### src/rtl/pmu_budget_regulator.sv
// Per-core bandwidth regulator: each core gets an access budget per period
// and is throttled until the next period boundary once it is exhausted.
// Ports:
//   clk_i, rst_ni          clock, async active-low reset
//   period_i               regulation period in cycles (0 = disabled)
//   budget_i               per-core budget, COUNTER_WIDTH bits each (0 = free)
//   req_valid_i/ready_o    upstream handshake per core
//   req_valid_o/ready_i    downstream handshake per core
//   throttle_o             core is in THROTTLED
//   intr_o                 one-cycle pulse on entry to THROTTLED
//   period_start_o         one-cycle pulse after each period boundary
//   remaining_o            remaining budget per core
module pmu_budget_regulator #(
   parameter int NUM_CORE      = 4,
   parameter int COUNTER_WIDTH = 32,
   parameter int TIMER_WIDTH   = 64
) (
   input  logic                              clk_i,
   input  logic                              rst_ni,
   input  logic [TIMER_WIDTH-1:0]            period_i,
   input  logic [NUM_CORE*COUNTER_WIDTH-1:0] budget_i,
   input  logic [NUM_CORE-1:0]               req_valid_i,
   output logic [NUM_CORE-1:0]               req_ready_o,
   output logic [NUM_CORE-1:0]               req_valid_o,
   input  logic [NUM_CORE-1:0]               req_ready_i,
   output logic [NUM_CORE-1:0]               throttle_o,
   output logic [NUM_CORE-1:0]               intr_o,
   output logic                              period_start_o,
   output logic [NUM_CORE*COUNTER_WIDTH-1:0] remaining_o
);

   localparam int CW = COUNTER_WIDTH;

   typedef enum logic {
      ACTIVE    = 1'b0,
      THROTTLED = 1'b1
   } state_e;

   logic [TIMER_WIDTH-1:0]   timer_q, timer_d;
   logic [TIMER_WIDTH-1:0]   period_q, period_d;
   logic [NUM_CORE*CW-1:0]   budget_q, budget_d;
   logic [NUM_CORE*CW-1:0]   remaining_q, remaining_d;
   state_e                   state_q [NUM_CORE];
   state_e                   state_d [NUM_CORE];
   logic [NUM_CORE-1:0]      pend_q, pend_d;
   logic [NUM_CORE-1:0]      intr_q, intr_d;
   logic                     start_q, start_d;
   logic [NUM_CORE-1:0]      pass;
   logic [NUM_CORE-1:0]      hs;
   logic                     enabled;
   logic                     boundary;
   logic                     reload;
   logic [CW-1:0]            rem_c;

   assign enabled  = (period_q != '0);
   assign boundary = enabled && (timer_q == period_q - TIMER_WIDTH'(1));
   // Disabled: shadows track inputs every cycle, so the first enabled
   // cycle already starts a fresh period with full budgets.
   assign reload   = !enabled || boundary;

   // A pending (offered but not yet accepted) valid always passes so the
   // downstream never sees a withdrawn request.
   always_comb begin
      for (int c = 0; c < NUM_CORE; c++) begin
         pass[c] = (state_q[c] == ACTIVE) || pend_q[c];
      end
   end

   assign req_valid_o = req_valid_i & pass;
   assign req_ready_o = req_ready_i & pass;
   assign hs          = req_valid_o & req_ready_i;

   always_comb begin
      timer_d     = timer_q + TIMER_WIDTH'(1);
      period_d    = period_q;
      budget_d    = budget_q;
      remaining_d = remaining_q;
      start_d     = 1'b0;
      intr_d      = '0;
      pend_d      = req_valid_o & ~req_ready_i;
      rem_c       = '0;
      for (int c = 0; c < NUM_CORE; c++) begin
         state_d[c] = state_q[c];
      end

      if (reload) begin
         // Boundary wins over a same-cycle exhaustion.
         timer_d     = '0;
         period_d    = period_i;
         budget_d    = budget_i;
         remaining_d = budget_i;
         start_d     = boundary;
         for (int c = 0; c < NUM_CORE; c++) begin
            state_d[c] = ACTIVE;
         end
      end else begin
         for (int c = 0; c < NUM_CORE; c++) begin
            rem_c = remaining_q[c*CW +: CW];
            // rem_c != 0 also blocks counting of a pending completion
            // that lands while throttled.
            if (state_q[c] == ACTIVE && hs[c] &&
                budget_q[c*CW +: CW] != '0 && rem_c != '0) begin
               remaining_d[c*CW +: CW] = rem_c - CW'(1);
               if (rem_c == CW'(1)) begin
                  state_d[c] = THROTTLED;
                  intr_d[c]  = 1'b1;
               end
            end
         end
      end
   end

   always_ff @(posedge clk_i or negedge rst_ni) begin
      if (!rst_ni) begin
         timer_q     <= '0;
         period_q    <= '0;
         budget_q    <= '0;
         remaining_q <= '0;
         pend_q      <= '0;
         intr_q      <= '0;
         start_q     <= 1'b0;
         for (int c = 0; c < NUM_CORE; c++) begin
            state_q[c] <= ACTIVE;
         end
      end else begin
         timer_q     <= timer_d;
         period_q    <= period_d;
         budget_q    <= budget_d;
         remaining_q <= remaining_d;
         pend_q      <= pend_d;
         intr_q      <= intr_d;
         start_q     <= start_d;
         for (int c = 0; c < NUM_CORE; c++) begin
            state_q[c] <= state_d[c];
         end
      end
   end

   always_comb begin
      for (int c = 0; c < NUM_CORE; c++) begin
         throttle_o[c] = (state_q[c] == THROTTLED);
      end
   end

   assign intr_o         = intr_q;
   assign period_start_o = start_q;
   assign remaining_o    = remaining_q;

endmodule

### config.mk
export PLATFORM = sky130hd
export DESIGN_NAME = pmu_budget_regulator
export DESIGN_NICKNAME = d
export VERILOG_FILES = /design/src/rtl/pmu_budget_regulator.sv
export SDC_FILE = /design/constraint.sdc
export NUM_CORES = 1
export LEC_CHECK = 0
export ABC_AREA = 1
export ABC_CLOCK_PERIOD_IN_PS = 4100
export BUFFER_PORTS_ARGS = -buffer_cell sky130_fd_sc_hd__buf_2
export CELL_PAD_IN_SITES_DETAIL_PLACEMENT = 0
export CELL_PAD_IN_SITES_GLOBAL_PLACEMENT = 2
export CORE_MARGIN = 5
export CORE_UTILIZATION = 32
export CTS_CLUSTER_SIZE = 16
export DETAILED_ROUTE_END_ITERATION = 6
export PLACE_DENSITY = 0.8
export SLEW_MARGIN = 20
export SYNTH_ARGS = -nofsm -noshare
export SYNTH_HDL_FRONTEND = slang
export SYNTH_SLANG_ARGS = --single-unit
### constraint.sdc
create_clock -name clk_i -period 4.1 [get_ports clk_i]
set_input_delay 0.615 -clock clk_i [delete_from_list [all_inputs] [get_ports clk_i]]
set_output_delay 0.615 -clock clk_i [all_outputs]
set_load 0.02 [all_outputs]
==> results of run 1 <==
==> final cells by class <==
| class | instances | area share [%] |
|---|---|---|
| inverters | 422 | 5.30 |
| clock inverters | 20 | 0.780 |
| multi-input cells | 2862 | 43.4 |
| flip-flops and latches | 397 | 33.1 |
| diodes | 2 | 0.0167 |
| well taps | 1040 | 4.34 |
| repair buffers | 409 | 8.19 |
| clock buffers | 71 | 4.87 |
==> per-stage QoR <==
stage	utilization [%]	instances	cell area [sq um]	power, mW	hold WS (ps)
5_1_grt	38.7	5221	30000	9.21	153
6_report	38.7	5223	30000	8.89	171
3_5_place_dp	36.5	5129	28300	4.36	460
2_1_floorplan	-	3784	25000	4.11	319
4_1_cts	38.7	5221	30000	9.03	129
3_3_place_gp	36.5	5129	28300	4.36	454
==> Yosys cell counts (2+ instances only) <==
library cell and count:
nand4_1 76, o21bai_1 2, nand2_2 3, or2_2 10
o21ai_1 2, xnor2_1 44, buf_1 4, nor2_2 10
nor4_1 64, o2111ai_1 3, clkinv_1 3, o211ai_1 4
nor4b_1 2, nand3b_1 19, xor2_1 103, inv_1 419
nor2_4 7, o21ai_0 104, clkbuf_1 46, buf_6 4
nor2_1 442, xnor3_1 2, nand2_4 2, ha_1 13
o31ai_1 3, buf_2 41, nor3b_1 2, dfrtp_1 397
buf_4 8, a21oi_1 18, nor3_1 77, nand3_1 355
and3_1 2, nand2_1 1489
==> critical path, cell delays in order, from the launching register on <==
cell	delay, ps
dfrtp_1	430
nor2_1	170
nand2_1	130
nor2_1	330
nand2_1	140
nor2_1	360
nand2_1	120
xor2_1	300
nand2_1	90
nor2_1	90
nand2_1	60
nor2_1	90
nand2_1	60
nor2_1	210
nand2_4	100
nand2_4	220
buf_4	410
nand2_1	180
o21ai_0	120
==> timing repair <==
action / CTS / global route
hold buffers: 1 / 0
hold endpoints to repair: 50 / 0
setup buffers: 0 / 0
resized for setup: 0 / 0
==> power by group <==
| part | total, mW | internal (mW) | switching [mW] |
|---|---|---|---|
| logic | 0.355 | 0.128 | 0.227 |
| registers | 3.93 | 3.92 | 0.00630 |
| clock network | 4.61 | 2.73 | 1.88 |
==> worst max-delay path by stage <==
stage / slack (ps) / from / end / cells after the start
detailed placement: 400 / period_q[27] / remaining_o[23] / 20
global placement: 360 / period_q[27] / period_q[25] / 19
global route: 100 / period_q[17] / budget_q[112] / 19
CTS: 390 / period_q[27] / remaining_o[23] / 20
finish: 380 / period_q[17] / period_q[25] / 18
floorplan: 1150 / period_q[0] / period_q[2] / 23
==> sequential cells by signal, summed over array words and instances, names as in the netlist <==
name,flops
pend_q,4
timer_q,64
throttle_o,4
remaining_o,128
period_q,64
intr_o,4
budget_q,128
period_start_o,1
==> logic make-up after synthesis <==
family / synth area share, %
compound gates: 2.86
xor+xnor: 5.33
fa+ha+maj: 0.651
buf+inv: 8.33
flops: 39.8
simple gates: 43.1
==> layer usage <==
metal | share of wire [%] | global-route usage (%)
met1 | 45 | 31.8
met2 | 47 | 40.1
met3 | 4.9 | 3.69
met4 | 2.9 | 6.52
met5 | 0.067 | 0
==> run summary, run 1 <==
Die Ht - 289 um
Clk root buf - clkbuf_16
Initial antenna violation count - 6
Worst path required time - 4610 ps
RSZ-0062 raised after global routing - false
Setup Crit Path Kind - reg -> reg
Placer Congestion - 0.929
Critical Path End Type - flop
TritonCTS clock tree - yes
Endpoint, Worst Hold - pend_q[1]
Ys flop type - dfrtp_1
Slew Limit Fails - 0
Area Overhead vs Synth - 20.0%
RR Endpoint - period_q[25]
Initial drt markers - 1617
DRT Pass-1 Iters - 6
Final nets - 4357
Clock-pin slew on the worst setup and hold paths - 70 ps
Clk_lat worst skew - 610 ps
Final min period - 3720 ps
Synth top area share - 39.8%
Unique masters post-synth - 38
Mapped Cells - 3784
Sequential fraction of the synthesis area - 39.8%
Max-slew headroom - 39.0%
Total grt overflow - 0
I/O pin cnt - 347
RR Startpoint - period_q[17]
Worst Path Arrival - 4240 ps
Largest net degree at the start of global routing - 119
Setup WS post-layout - 375 ps
Initial Util - 32.3%
H-tree Lvls - 2
Worst hold path type - in -> reg
Post-route antenna net violation count - 0
Maximum clock rate - 268 MHz
Dpl ws - 400 ps
Crit share post-route - 90.9%
Buffers on Ports - 346
Most common cell after layout, fill and taps aside - nand2_1
Clock Skews - 24.2 ps
FF/Latch Area - 0.00993 sq mm
Total wire length - 101000 um
Syn Nets - 3999
Die X - 289 um
Fillers - 8623
Setup TNS - 0 ps
Synthesized area - 0.0250 sq mm
P_leak - 15.9 nW
Wire length per cell - 19.4 um
Async S/R FF share, synth - 100%
Commonest cells after routing, fill and taps aside - nand2_1, nor2_1, inv_1
Yosys reg bits - 397
# clock sinks - 397
Core area - 0.0775 sq mm
Vias - 25200
Post-Syn Area per Cell - 6.60 sq um
CP max FO - 36
Hold Startpoint - req_ready_i[1]
Startpoint Class - flop
Area taken by multi-input logic gates - 0.0130 sq mm
WHS Path Cells - 2
FF-to-FF setup slack - 380 ps
Pwr/cell area - 297 mW/mm^2
Final hold vios - 0
Max-cap violation count - 0
Rows - 102
Post-synth EDFFs - 0
CTS Buf Count - 50
Cells on worst reg2reg path - 18
DRC viols - 0
Synth area leader - dfrtp_1
First-pass GRT wire length - 153000 um
Die area - 0.0838 sq mm
Synth top area cells - dfrtp_1, nand2_1, nand3_1
Vias per Instance - 4.82
Overall Global Routing Usage - 23.8%
Outcome - finished clean
HPWL after detailed placement - 78500 um
Number of warnings issued by yosys - 0
CTS Buffer Depth - 3
Setup Viol. Count Final - 0
Peak VDD IR - 0.277 mV
Layout cells sized above 1 - 12.7%
Vias in the first global route - 25100
Slew @ Worst Pin - 916 ps
No activity file was read; power rests on OpenSTA's default activity.
==> inputs of run 2 (changes only) <==
--- a/config.mk
+++ b/config.mk
@@ -6,15 +6,15 @@
 export NUM_CORES = 1
 export LEC_CHECK = 0
 export ABC_AREA = 1
-export ABC_CLOCK_PERIOD_IN_PS = 4100
+export ABC_CLOCK_PERIOD_IN_PS = 4600
 export BUFFER_PORTS_ARGS = -buffer_cell sky130_fd_sc_hd__buf_2
 export CELL_PAD_IN_SITES_DETAIL_PLACEMENT = 0
 export CELL_PAD_IN_SITES_GLOBAL_PLACEMENT = 2
 export CORE_MARGIN = 5
-export CORE_UTILIZATION = 32
+export CORE_UTILIZATION = 34
 export CTS_CLUSTER_SIZE = 16
 export DETAILED_ROUTE_END_ITERATION = 6
-export PLACE_DENSITY = 0.8
+export PLACE_DENSITY_LB_ADDON = 0.1
 export SLEW_MARGIN = 20
 export SYNTH_ARGS = -nofsm -noshare
 export SYNTH_HDL_FRONTEND = slang
==> constraint.sdc (replaced) <==
create_clock -name clk_i -period 4.6 [get_ports clk_i]
set_input_delay 0.69 -clock clk_i [delete_from_list [all_inputs] [get_ports clk_i]]
set_output_delay 0.69 -clock clk_i [all_outputs]
set_load 0.02 [all_outputs]
==> run summary, run 2 (synthesis gave the netlist of run 1 again) <==
Layout cells sized above 1 - 12.1%
Vias per Instance - 4.92
Wire length per cell - 19.9 um
Crit share post-route - 91.1%
Vias - 25200
Die X - 281 um
Clock Skews - 19.0 ps
H-tree Lvls - 2
Placed inst area - 0.0278 sq mm
Clk root buf - clkbuf_16
CTS Buffer Depth - 3
I/O pin cnt - 347
Switching share of total power - 23.0%
CP max FO - 46
Max-slew headroom - 28.6%
Finished Cell Area - 0.0296 sq mm
Buffers on Ports - 346
Commonest cells after routing, fill and taps aside - nand2_1, nor2_1, inv_1
HPWL after detailed placement - 78300 um
Clk_lat worst skew - 610 ps
Max-cap violation count - 0
Power Internal - 6.26 mW
Slew Limit Fails - 0
Total power - 8.13 mW
Total grt overflow - 0
Most common cell after layout, fill and taps aside - nand2_1
Placer Congestion - 0.939
Initial Util - 34.2%
Outcome - finished clean
TritonCTS clock tree - yes
Largest net degree at the start of global routing - 118
Clock-pin slew on the worst setup and hold paths - 60 ps
Rows - 99
RSZ-0062 raised after global routing - false
Final hold vios - 0
DRT Pass-1 Iters - 7
Slew @ Worst Pin - 1070 ps
P_leak - 15.8 nW
Maximum clock rate - 239 MHz
Clock power frac - 53.1%
Worst hold path type - in -> async
Peak VDD IR - 0.258 mV
Area Overhead vs Synth - 18.6%
Vias in the first global route - 25200
Worst Path Arrival - 4740 ps
Initial drt markers - 1539
CTS Buf Count - 50
DRC viols - 0
Final min period - 4190 ps
Critical Path End Type - flop
Setup Viol. Count Final - 0
Total wire length - 102000 um
Core area - 0.0730 sq mm
Combinational Power Share - 3.8%
Initial antenna violation count - 4
Post-route antenna net violation count - 0
Reg power frac - 43.1%
Die area - 0.0790 sq mm
Setup Crit Path Kind - reg -> reg
Die Ht - 281 um
Pwr/cell area - 274 mW/mm^2
First-pass GRT wire length - 154000 um
Sw power - 1.87 mW
Overall Global Routing Usage - 25.2%
Final nets - 4328
# clock sinks - 397
Startpoint Class - flop
Final core utilization - 40.6%
Worst path required time - 5150 ps
==> run 2: cell count changes in the layout (fill, tap and decap cells not counted), sizes merged <==
cell / delta
buf: -29
bufinv: +4
clkbuf: +4
clkinv: -6
clkinvlp: -1
diode: +2
dlygate4sd3: -1
inv: +1
nor2: +1
==> run 2: worst max-delay path, cell delays in order (launching register included) <==
cell     delay [ps]
dfrtp_1         420
nor2_2          280
nand2_1         160
nor2_2          240
nand2_1         170
nor2_1          350
nand2_1         190
xor2_1          310
nand2_1         100
nor2_1          110
nand2_1          60
nor2_1           90
nand2_1          70
nor2_1          220
nand2_4         110
nand2_4         240
buf_4           480
nand2_1         280
nand2_1         110
nand2_1          50
inv_1            40
==> run 2: worst paths after layout <==
path	start	to	slack (ps)	cells after the start
min in group clk_i	req_ready_i[1]	pend_q[1]	240	2
max in group asynchronous	rst_ni	period_q[61]	3410	2
hold / removal	rst_ni	remaining_o[14]	80	1
hold reg to reg	budget_q[45]	budget_q[45]	470	2
setup reg to reg	period_q[9]	remaining_o[75]	410	20
setup / recovery	period_q[9]	remaining_o[75]	410	20
==> run 2: metrics by stage <==
stage | hold WS (ps) | worst slack [ps] | std cells | setup TNS [ps]
after CTS | 103 | 187 | 5113 | 0
final | 79.5 | 409 | 5117 | 0
after floorplan | 394 | 1650 | 3784 | 0
after detailed placement | 458 | -79.5 | 5019 | -579
after global placement | 454 | -137 | 5019 | -1240
after global routing | 110 | 45.0 | 5113 | 0
==> run 2: routing by layer <==
metal	vias to the layer above	part of all wire, %	GRT usage [%]
met5	-	0	0
met4	0	2.8	6.62
met3	129	5.2	3.87
met2	631	48	43.6
met1	11900	44	33.0
li1	12600	-	-
==> run 2: layout make-up <==
class                           count  area [sq um]
Fill cell                        7985         43300
Multi-Input combinational cell   2863         13000
Sequential cell                   397          9930
Timing Repair Buffer              379          2100
Inverter                          422          1590
Clock buffer                       75          1470
Tap cell                          959          1200
Clock inverter                     18           315
Antenna cell                        4          10.0
==> run 2: repair_timing <==
item / 4_1_cts / 5_1_grt
setup buffers: 0 / 0
gates resized for setup: 1 / 2
gates cloned: 1 / 0
pin swaps: 1 / 0
endpoints found under the setup margin: 10 / 5
hold buffers: 0 / 0
==> run 2: power by group through the flow <==
stage | sequential (mW) | clock, mW | combinational (mW)
2_1_floorplan | 3.57 | 0 | 0.0960
3_3_place_gp | 3.56 | 0 | 0.317
3_5_place_dp | 3.56 | 0 | 0.316
4_1_cts | 3.50 | 4.43 | 0.317
5_1_grt | 3.50 | 4.58 | 0.353
6_report | 3.50 | 4.32 | 0.309
